<file path="src/rtl/ps2_pkg.sv">
// Shared types and constants for the PS/2 receiver.
// Optional build macro PS2_RX_MAKE_FILTER_EN (see ps2_rx.sv).
package ps2_pkg;

  typedef enum logic [1:0] {
    IDLE   = 2'd0,
    DATA   = 2'd1,
    PARITY = 2'd2,
    STOP   = 2'd3
  } ps2_state_t;

  localparam logic [7:0] PS2_PREFIX_EXT   = 8'hE0;
  localparam logic [7:0] PS2_PREFIX_BREAK = 8'hF0;
  localparam int         PS2_DATA_BITS    = 8;

endpackage

</file>
<file path="src/rtl/ps2_clk_filter.sv">
// PS/2 pin synchroniser and keyboard-clock debounce.
// Emits a one-cycle sample_evt on each filtered clock fall.
module ps2_clk_filter
  import ps2_pkg::*;
#(
  parameter int SYNC_STAGES = 2,
  parameter int FILTER_LEN  = 8
) (
  input  logic clk,
  input  logic rst_n,
  input  logic ps2_clk,
  input  logic ps2_data,
  output logic sample_evt,
  output logic sync_data
);

  localparam int CW = $clog2(FILTER_LEN + 1);
  localparam logic [CW-1:0] LIM = CW'(FILTER_LEN - 1);

  logic [SYNC_STAGES-1:0] clk_sync;
  logic [SYNC_STAGES-1:0] dat_sync;
  logic [CW-1:0]          cnt;
  logic                   filt;
  logic                   filt_d;
  logic                   s_clk;

  assign s_clk     = clk_sync[SYNC_STAGES-1];
  assign sync_data = dat_sync[SYNC_STAGES-1];

  always_ff @(posedge clk or negedge rst_n) begin
    if (!rst_n) begin
      clk_sync <= '1;
      dat_sync <= '1;
    end else begin
      clk_sync <= {clk_sync[SYNC_STAGES-2:0], ps2_clk};
      dat_sync <= {dat_sync[SYNC_STAGES-2:0], ps2_data};
    end
  end

  // cnt counts consecutive samples disagreeing with filt
  always_ff @(posedge clk or negedge rst_n) begin
    if (!rst_n) begin
      cnt    <= '0;
      filt   <= 1'b1;
      filt_d <= 1'b1;
    end else begin
      filt_d <= filt;
      if (s_clk == filt) begin
        cnt <= '0;
      end else if (cnt == LIM) begin
        filt <= s_clk;
        cnt  <= '0;
      end else begin
        cnt <= cnt + 1'b1;
      end
    end
  end

  assign sample_evt = filt_d & ~filt;

endmodule

</file>
<file path="src/rtl/ps2_rx.sv">
// PS/2 device-to-host receiver: scan code, valid strobe, qualifiers.
// PS2_RX_MAKE_FILTER_EN: report key presses only, break_flag tied low.
module ps2_rx
  import ps2_pkg::*;
#(
  parameter int SYNC_STAGES    = 2,
  parameter int FILTER_LEN     = 8,
  parameter int TIMEOUT_CYCLES = 20000
) (
  input  logic       clk,
  input  logic       rst_n,
  input  logic       ps2_clk,
  input  logic       ps2_data,
  output logic [7:0] code,
  output logic       code_valid,
  output logic       break_flag,
  output logic       extended,
  output logic       parity_err,
  output logic       frame_err,
  output logic       busy
);

  localparam int TW = $clog2(TIMEOUT_CYCLES + 1);
  localparam logic [TW-1:0] TLIM = TW'(TIMEOUT_CYCLES - 1);
  localparam logic [2:0]    LAST = 3'(PS2_DATA_BITS - 1);

  ps2_state_t state, state_n;

  logic          sample_evt;
  logic          sync_data;
  logic [2:0]    bit_cnt;
  logic [7:0]    shreg;
  logic          par_bit;
  logic [TW-1:0] tcnt;
  logic          pend_ext;
  logic          pend_brk;

  logic start_en;
  logic shift_en;
  logic par_en;
  logic fin;
  logic tout;
  logic perr_n;
  logic ferr_n;
  logic accept;
  logic is_ext;
  logic is_brk;

  ps2_clk_filter #(
    .SYNC_STAGES (SYNC_STAGES),
    .FILTER_LEN  (FILTER_LEN)
  ) u_filt (
    .clk        (clk),
    .rst_n      (rst_n),
    .ps2_clk    (ps2_clk),
    .ps2_data   (ps2_data),
    .sample_evt (sample_evt),
    .sync_data  (sync_data)
  );

  always_ff @(posedge clk or negedge rst_n) begin
    if (!rst_n) state <= IDLE;
    else        state <= state_n;
  end

  always_comb begin
    state_n  = state;
    start_en = 1'b0;
    shift_en = 1'b0;
    par_en   = 1'b0;
    fin      = 1'b0;
    tout     = 1'b0;
    unique case (state)
      IDLE: begin
        if (sample_evt && !sync_data) begin
          start_en = 1'b1;
          state_n  = DATA;
        end
      end
      DATA: begin
        if (sample_evt) begin
          shift_en = 1'b1;
          if (bit_cnt == LAST) state_n = PARITY;
        end
      end
      PARITY: begin
        if (sample_evt) begin
          par_en  = 1'b1;
          state_n = STOP;
        end
      end
      STOP: begin
        if (sample_evt) begin
          fin     = 1'b1;
          state_n = IDLE;
        end
      end
      default: state_n = IDLE;
    endcase
    // a coincident sample event clears the counter instead
    if (state != IDLE && !sample_evt && tcnt == TLIM) begin
      tout     = 1'b1;
      state_n  = IDLE;
      start_en = 1'b0;
      shift_en = 1'b0;
      par_en   = 1'b0;
      fin      = 1'b0;
    end
  end

  assign ferr_n = tout | (fin & ~sync_data);
  assign perr_n = fin & sync_data & ~(^{shreg, par_bit});
  assign accept = fin & sync_data & (^{shreg, par_bit});
  assign is_ext = shreg == PS2_PREFIX_EXT;
  assign is_brk = shreg == PS2_PREFIX_BREAK;
  assign busy   = state != IDLE;

  always_ff @(posedge clk or negedge rst_n) begin
    if (!rst_n) begin
      bit_cnt <= '0;
      shreg   <= '0;
      par_bit <= 1'b0;
      tcnt    <= '0;
    end else begin
      if (start_en) bit_cnt <= '0;
      if (shift_en) begin
        shreg   <= {sync_data, shreg[7:1]};
        bit_cnt <= bit_cnt + 1'b1;
      end
      if (par_en) par_bit <= sync_data;
      if (state == IDLE || sample_evt) tcnt <= '0;
      else                             tcnt <= tcnt + 1'b1;
    end
  end

`ifdef PS2_RX_MAKE_FILTER_EN
  assign break_flag = 1'b0;

  always_ff @(posedge clk or negedge rst_n) begin
    if (!rst_n) begin
      code       <= '0;
      code_valid <= 1'b0;
      extended   <= 1'b0;
      parity_err <= 1'b0;
      frame_err  <= 1'b0;
      pend_ext   <= 1'b0;
      pend_brk   <= 1'b0;
    end else begin
      code_valid <= 1'b0;
      parity_err <= perr_n;
      frame_err  <= ferr_n;
      if (perr_n || ferr_n) begin
        pend_ext <= 1'b0;
        pend_brk <= 1'b0;
      end else if (accept) begin
        if (is_ext) begin
          pend_ext <= 1'b1;
        end else if (is_brk) begin
          pend_brk <= 1'b1;
        end else begin
          if (!pend_brk) begin
            code       <= shreg;
            code_valid <= 1'b1;
            extended   <= pend_ext;
          end
          pend_ext <= 1'b0;
          pend_brk <= 1'b0;
        end
      end
    end
  end
`else
  always_ff @(posedge clk or negedge rst_n) begin
    if (!rst_n) begin
      code       <= '0;
      code_valid <= 1'b0;
      break_flag <= 1'b0;
      extended   <= 1'b0;
      parity_err <= 1'b0;
      frame_err  <= 1'b0;
      pend_ext   <= 1'b0;
      pend_brk   <= 1'b0;
    end else begin
      code_valid <= 1'b0;
      parity_err <= perr_n;
      frame_err  <= ferr_n;
      if (perr_n || ferr_n) begin
        pend_ext <= 1'b0;
        pend_brk <= 1'b0;
      end else if (accept) begin
        code       <= shreg;
        code_valid <= 1'b1;
        if (is_ext) begin
          pend_ext <= 1'b1;
        end else if (is_brk) begin
          pend_brk <= 1'b1;
        end else begin
          extended   <= pend_ext;
          break_flag <= pend_brk;
          pend_ext   <= 1'b0;
          pend_brk   <= 1'b0;
        end
      end
    end
  end
`endif

endmodule

</file>
<file path="config.mk">
export PLATFORM = sky130hd
export DESIGN_NAME = ps2_rx
export DESIGN_NICKNAME = d
export VERILOG_FILES = /design/src/rtl/ps2_pkg.sv /design/src/rtl/ps2_clk_filter.sv /design/src/rtl/ps2_rx.sv
export SDC_FILE = /design/constraint.sdc
export NUM_CORES = 1
export LEC_CHECK = 0
export BUFFER_PORTS_ARGS = -buffer_cell sky130_fd_sc_hd__buf_2
export CAP_MARGIN = 20
export CORE_ASPECT_RATIO = 1.4
export CORE_MARGIN = 5
export CORE_UTILIZATION = 50
export DETAILED_ROUTE_END_ITERATION = 8
export PLACE_DENSITY = 0.68
export SETUP_SLACK_MARGIN = 0.02
export SLEW_MARGIN = 20
export SYNTH_ARGS = -nofsm -noshare
export SYNTH_HDL_FRONTEND = slang
export SYNTH_SLANG_ARGS = --single-unit
</file>
<file path="constraint.sdc">
create_clock -name clk -period 5.44 [get_ports clk]
set_input_delay 0.272 -clock clk [delete_from_list [all_inputs] [get_ports clk]]
set_output_delay 0.272 -clock clk [all_outputs]
set_load 0.05 [all_outputs]
</file>
==> results of run 1 <==
cell families after synthesis:
kind of cell	count (synthesis)
xor gates and xnor gates	20
AOI/OAI and AO/OA	17
muxes	18
adders and majority gates	9
buffers and inverters	11
DFF	54
and+or+nand+nor	80
worst max-delay path, delay by kind of cell (launching register included):
family	cells	cell delay, ps
mux	1	400
xor+xnor	3	940
flops	1	450
simple gates	1	350
registers in the layout, summed over array words and instances (netlist names), 2 cells and up:
| signal | count |
|---|---|
| u_filt.clk_sync | 2 |
| u_filt.dat_sync | 2 |
| u_filt.cnt | 4 |
| shreg | 8 |
| tcnt | 15 |
| bit_cnt | 3 |
| state | 2 |
| code | 8 |
where the power goes:
group | internal, W | leakage (nW) | switching [W]
sequential | 0.000460 | 0.722 | 0.0000464
clock | 0.000103 | 0.0482 | 0.000121
combinational | 0.000106 | 0.573 | 0.000174
total | 0.000669 | 1.34 | 0.000342
routing by layer:
metal,up-vias,GRT usage
li1,751,-
met1,712,0.148
met2,25,0.248
met3,7,0.0402
met4,0,0.0456
met5,-,0
area by class of cell:
cell class	instances	area, um2
Clock buffer	7	86.3
Clock inverter	1	5.00
Fill cell	439	2130
Inverter	7	26.3
Multi-Input combinational cell	144	1030
Sequential cell	54	1360
Tap cell	64	80.1
Timing Repair Buffer	18	92.6
through the flow:
step	setup WS, ps	utilization	power [W]	hold slack, ps	instance area [um2]
3_3_place_gp	3310	0.538	0.000788	347	2580
5_1_grt	3070	0.557	0.00109	44.1	2680
3_5_place_dp	3180	0.538	0.000796	350	2580
4_1_cts	3170	0.557	0.00102	51.0	2680
6_report	3190	0.557	0.00101	63.5	2680
2_1_floorplan	3610	-	0.000731	-23.6	2440
synth_stat cells:
master	n	area (um2)
dfrtp_1	48	1200
nor2_1	24	90.1
nand2_1	17	63.8
nand3_1	13	65.1
xnor2_1	12	105
mux2_2	10	113
ha_1	9	113
o21ai_0	9	45.0
mux2_4	8	120
inv_1	7	26.3
dfstp_2	6	158
xor2_1	6	52.6
nor3_1	5	25.0
a21oi_1	3	15.0
and3_1	3	18.8
nand2b_1	3	18.8
nor2b_1	3	18.8
and4_1	2	17.5
buf_6	2	22.5
nand4_1	2	12.5
or3_1	2	12.5
or4_1	2	15.0
a31oi_1	1	6.26
and2_1	1	6.26
buf_1	1	3.75
clkbuf_1	1	3.75
nand3b_1	1	7.51
nand4b_1	1	8.76
nor4_1	1	6.26
o2111ai_1	1	8.76
o211ai_1	1	7.51
o21a_1	1	7.51
o21bai_1	1	7.51
xnor2_2	1	16.3
xnor3_1	1	22.5
worst paths after layout:
check / to / slack (ps) / depth (start not counted)
min in group asynchronous: code[5] / 70 / 2
hold / removal: u_filt.dat_sync[0] / 60 / 1
setup / recovery: code[7] / 3190 / 5
setup reg to reg: code[7] / 3190 / 5
hold reg to reg: u_filt.clk_sync[1] / 360 / 0
max in group asynchronous: tcnt[8] / 4930 / 2
==> run summary, run 1 <==
Status: complete, no violations
Met2 WL: 2040 um
Root Driver: clkbuf_8
# hold bufs at CTS: 0
Clock latency at the later pin of the worst-skew pair: 300 ps
Met1 WL: 1670 um
Placement Rows: 30
Uppermost routed layer: met4
Setup crit start: shreg[4]
H-tree depth: 2
Total GRT Usage: 0.135
Max Slew Vio Count: 0
TritonCTS clock tree: built
Die height: 92.7 um
Required time of the worst setup path: 5630 ps
CTS Buf Count: 5
Postcts setup bufs: 0
Cell variety after synth: 35
Top Ports: 18
Cells after Synth: 209
Post-placement cell count: 287
Post-layout nets: 243
WL met3: 158 um
CP max FO: 9
Area grow syn2layout: 9.59%
Pre-antenna DRT Iters: 4
DRC Markers: 0
Worst R2R Start: shreg[4]
Avg WL per Cell: 13.3 um
Worst vdd ir: 0.000219 V
Setup repair after global routing missed its margin: false
Crit end category: flop
Netlist Area Pre-Place: 2440 um2
Hold Path Origin: ps2_data
Fin. Hold Viols: 0
Overall routed net length: 3940 um
PwrDens: 378 nW/um2
Syn Area/Cell: 11.7 um2
Leak pwr: 1.34 nW
Final min period: 2250 ps
Die X: 69.1 um
Tcrit/Tclk final: 0.413
Most common cell after layout, fill and taps aside: dfrtp_1
Adder-cell share of the synthesized area: 0.0461
Synth Area in Simple Gates: 0.158
Flops & latches, synth: 54
I/O Buffers: 17
Non-filler cells, final: 295
Slew HR: 0.566
Skew final: 3.76 ps
Antenna Violating Nets Remaining: 0
Initial DRC count: 34
# diodes: 0
Proportion of layout cells with a drive suffix above 1: 0.216
Seq/Total Area, Yosys: 0.557
Starting density of the core: 0.508
Post-synthesis mux area share: 0.0953
FMAX: 445 MHz
Max stage delay on crit path: 480 ps
Avg Vias per Cell: 5.07
Startpoint types: flop
First-pass GRT wire length: 6960 um
Cell Chain, Critical Path: xor2_1, xnor3_1, xnor2_2, nand2b_1, mux2_4
DPL Wire Length: 2830 um
Clock tree sinks: 54
Vias in the first global route: 1581
Synth Area in XOR/XNOR: 0.0805
Slowest CP cell: xnor3_1
DIE AREA: 6400 um2
CTS resizes: 0
Post-Syn Nets: 222
Clk slew on worst S/H paths: 90 ps
Slew @ Worst Pin: 651 ps
Max-cap violation count: 0
Via count: 1495
Sum of negative setup slack: 0 ps
HP Class: primary input to flop
Setup Crit Path Kind: flop to flop
Yosys warning total: 0
CP arrival: 2440 ps
Largest family of logic cells by synthesized area: simple AND/OR/NAND/NOR gates
Final setup viols: 0
Clock tree buffer depth: 2
Largest net degree at the start of global routing: 55
Congestion Overflow GR: 0
Core Region: 4800 um2
RD Place Congestion: 0.752
Initial antenna violation count: 0
Compound-Gate Fraction of Synth Area: 0.0400
Most frequent cells in the layout: dfrtp_1, nor2_1, nand2_1, buf_2, nand3_1
No activity file was read; power rests on OpenSTA's default activity.
==> run 2: changes to the inputs <==
--- a/config.mk
+++ b/config.mk
@@ -5,13 +5,14 @@
 export SDC_FILE = /design/constraint.sdc
 export NUM_CORES = 1
 export LEC_CHECK = 0
+export ABC_AREA = 1
 export BUFFER_PORTS_ARGS = -buffer_cell sky130_fd_sc_hd__buf_2
 export CAP_MARGIN = 20
 export CORE_ASPECT_RATIO = 1.4
 export CORE_MARGIN = 5
 export CORE_UTILIZATION = 50
 export DETAILED_ROUTE_END_ITERATION = 8
-export PLACE_DENSITY = 0.68
+export PLACE_DENSITY = 0.71
 export SETUP_SLACK_MARGIN = 0.02
 export SLEW_MARGIN = 20
 export SYNTH_ARGS = -nofsm -noshare
==> constraint.sdc (replaced) <==
create_clock -name clk -period 1.9 [get_ports clk]
set_input_delay 0.095 -clock clk [delete_from_list [all_inputs] [get_ports clk]]
set_output_delay 0.095 -clock clk [all_outputs]
set_load 0.05 [all_outputs]
==> run 2 against run 1 <==
Against the previous run:
- combinational power grew to 3.3 times the previous value
- largest power group unchanged
- die area grew 5.7%
- clock skew is 4.5 ps higher
- clock-buffer cell count decreased by 2
- routed wire length rose by 14%
==> run summary, run 2 <==
Reg with most FFs: tcnt
# diodes: 0 (unchanged)
HP Class: primary input to asynchronous set/reset pin
DPL Wire Length: 3420 um (+21%)
Clock tree buffer depth: 2 (unchanged)
Crit end category: flop
Post-layout nets: 332 (+37%)
Largest registers: tcnt: 15 flops, code: 8 flops, shreg: 8 flops
Max-cap violation count: 0 (unchanged)
Leak pwr: 1.47 nW (+9.7%)
Worst R2R Start: state[0]
Die X: 71.0 um (+2.8%)
Vias in the first global route: 1905 (+20%)
Avg Vias per Cell: 5.01 (-1.2%)
TritonCTS clock tree: built
Antenna Violating Nets Remaining: 0 (unchanged)
Post-placement cell count: 375 (+31%)
Root Driver: clkbuf_8
Avg WL per Cell: 11.6 um (-13%)
Clk slew on worst S/H paths: 90 ps (about the same)
Via count: 1932 (+29%)
Grt met1 use: 0.154 (+0.00635)
Non-filler cells, final: 386 (+31%)
Post-Syn Nets: 304 (+37%)
Met2 GRT Util: 0.270 (+0.0225)
Most Crowded Layer GR: met2
DRC Markers: 0 (unchanged)
Top-count cell post-synth: nand2_1
Overall routed net length: 4470 um (+14%)
Synth area leaders: dfrtp_1, nand2_1, dfstp_2, inv_1, ha_1
Clock latency at the later pin of the worst-skew pair: 300 ps (about the same)
R2r setup slk: 210 ps (-2980 ps)
Worst vdd ir: 0.000569 V (+160%)
Core Region: 5120 um2 (+6.6%)
Number of synthesized flops with an enable pin: 0 (unchanged)
Commonest cells post-synth: nand2_1, dfrtp_1, inv_1
Netlist Area Pre-Place: 2600 um2 (+6.6%)
Initial antenna violation count: 0 (unchanged)
CP max FO: 9 (unchanged)
Required time of the worst setup path: 2100 ps (-3530 ps)
Total GRT Usage: 0.146 (+0.0108)
Max reg flops: 15 (unchanged)
CTS Buf Count: 5 (unchanged)
Status: complete, no violations
Final min period: 1690 ps (-556 ps)
Worst r2r path cells: 12 (+7)
Die height: 95.3 um (+2.9%)
Postcts setup bufs: 0 (unchanged)
Yosys warning total: 0 (unchanged)
Ys flop type: dfrtp_1
Yosys top cell area share: 0.462 (-0.0303)
Synth async-reset ratio: 1.00 (unchanged)
Skew final: 8.26 ps (+4.50 ps)
Slew HR: 0.671 (+0.105)
Flops & latches, synth: 54 (unchanged)
Initial DRC count: 97 (+190%)
Setup Crit Path Kind: flop to flop
Fin. Hold Viols: 0 (unchanged)
Startpoint types: flop
Place WS: 183 ps (-3000 ps)
DIE AREA: 6770 um2 (+5.7%)
Starting density of the core: 0.508 (about the same)
Sum of negative setup slack: 0 ps (unchanged)
Largest net degree at the start of global routing: 35 (-36%)
Pre-antenna DRT Iters: 8 (+4)
Cell variety after synth: 32 (-8.6%)
Setup repair after global routing missed its margin: false
Syn Area/Cell: 8.94 um2 (-23%)
I/O Buffers: 17 (unchanged)
Final setup viols: 0 (unchanged)
Max Slew Vio Count: 0 (unchanged)
Final WS setup: 209 ps (-2980 ps)
Hold slack: 290 ps (+226 ps)
Congestion Overflow GR: 0 (unchanged)
Area grow syn2layout: 12.5%
RD Place Congestion: 0.823 (+9.5%)
Slew @ Worst Pin: 494 ps (-157 ps)
Proportion of layout cells with a drive suffix above 1: 0.231 (+0.0148)
RR Endpoint: pend_brk
Top Ports: 18 (unchanged)
Cells after Synth: 291 (+39%)
First-pass GRT wire length: 7850 um (+13%)
Tcrit/Tclk final: 0.890 (+0.477)
Most common cell after layout, fill and taps aside: nand2_1
Post-layout util: 0.572 (+0.0148)
Most frequent cells in the layout: nand2_1, dfrtp_1, inv_1
FMAX: 591 MHz (+33%)
H-tree depth: 2 (unchanged)
PwrDens: 1070 nW/um2 (+180%)
Placement Rows: 31 (+3.3%)
Clock tree sinks: 54 (unchanged)
Area leader, netlist: dfrtp_1
GR Layer Usage met3: 0.0274 (-0.0127)
Seq/Total Area, Yosys: 0.522 (-0.0343)
CP arrival: 1890 ps (-550 ps)
## run 2: cell types whose count changed in the layout (fill, tap and decap cells not counted), moves of 7 or more
cell and delta:
nand2_2 +8, nand2_1 +50, inv_1 +26, xnor2_1 -10, inv_2 +9, mux2_4 -8
o21ai_0 +7, a21oi_1 +7, mux2_2 -9, o21ai_2 +8
## run 2: power by group
| group | internal, W | switching, W |
|---|---|---|
| Sequential | 0.00133 | 0.000123 |
| Combinational | 0.000320 | 0.000611 |
| Clock | 0.000388 | 0.000359 |
## run 2: logic make-up (layout without fill, tap and decap cells)
| family | Yosys count | in the layout | synth area share |
|---|---|---|---|
| buffers and inverters | 45 | 74 | 0.0683 |
| XOR/XNOR | 3 | 3 | 0.0101 |
| flip-flops | 54 | 54 | 0.522 |
| adder cells (fa/ha/maj) | 9 | 9 | 0.0433 |
| AO/OA/AOI/OAI | 42 | 42 | 0.0991 |
| multiplexers | 1 | 1 | 0.00433 |
| AND/OR/NAND/NOR | 137 | 137 | 0.253 |
## run 2: how the worst max path moves through the flow
stage                              from       end  slack (ps)  cells after the start
after global placement         state[0]  pend_ext         220                     12
after detailed placement       state[0]  pend_ext         180                     12
final                          state[0]  pend_brk         210                     12
after global routing      u_filt.filt_d  state[0]          30                      7
after floorplan                state[0]  pend_ext         100                     12
after CTS                      state[0]  pend_ext         150                     12
## run 2: routing by layer
layer / share of wire / up-vias / routed length (um)
met2: 0.54 / 31 / 2400
met3: 0.034 / 12 / 152
li1: - / 978 / -
met1: 0.40 / 911 / 1790
met5: 0 / - / 0
met4: 0.029 / 0 / 129
## run 2: per-stage QoR
step | cell area (um2) | power [W]
after floorplan | 2600 | 0.00218
after global placement | 2790 | 0.00238
after detailed placement | 2790 | 0.00241
after CTS | 2930 | 0.00318
after global routing | 2930 | 0.00337
final | 2930 | 0.00313
## run 2: critical path, stage by stage, from the launching register on
cell     delay, ps
dfrtp_1        390
inv_1          100
ha_1           240
inv_2          100
nand2_4        100
nor2_2         110
nand3_1         90
nand2_1         90
inv_1           90
nand3_1        120
nand2_1         60
nand2_1         50
nand2_1         50
## run 2: layout make-up
cell class | count | area, um2
well taps | 66 | 82.6
flip-flops and latches | 54 | 1360
inverters | 43 | 161
clock inverters | 3 | 40.0
clock buffers | 5 | 68.8
multi-input cells | 192 | 1060
repair buffers | 23 | 150
fillers | 492 | 2190
## run 2: repair_timing
action / CTS / global route
gates resized for setup: 0 / 1
setup endpoints to repair: 0 / 2
endpoints found under the hold margin: 22 / 0
hold buffers: 3 / 0
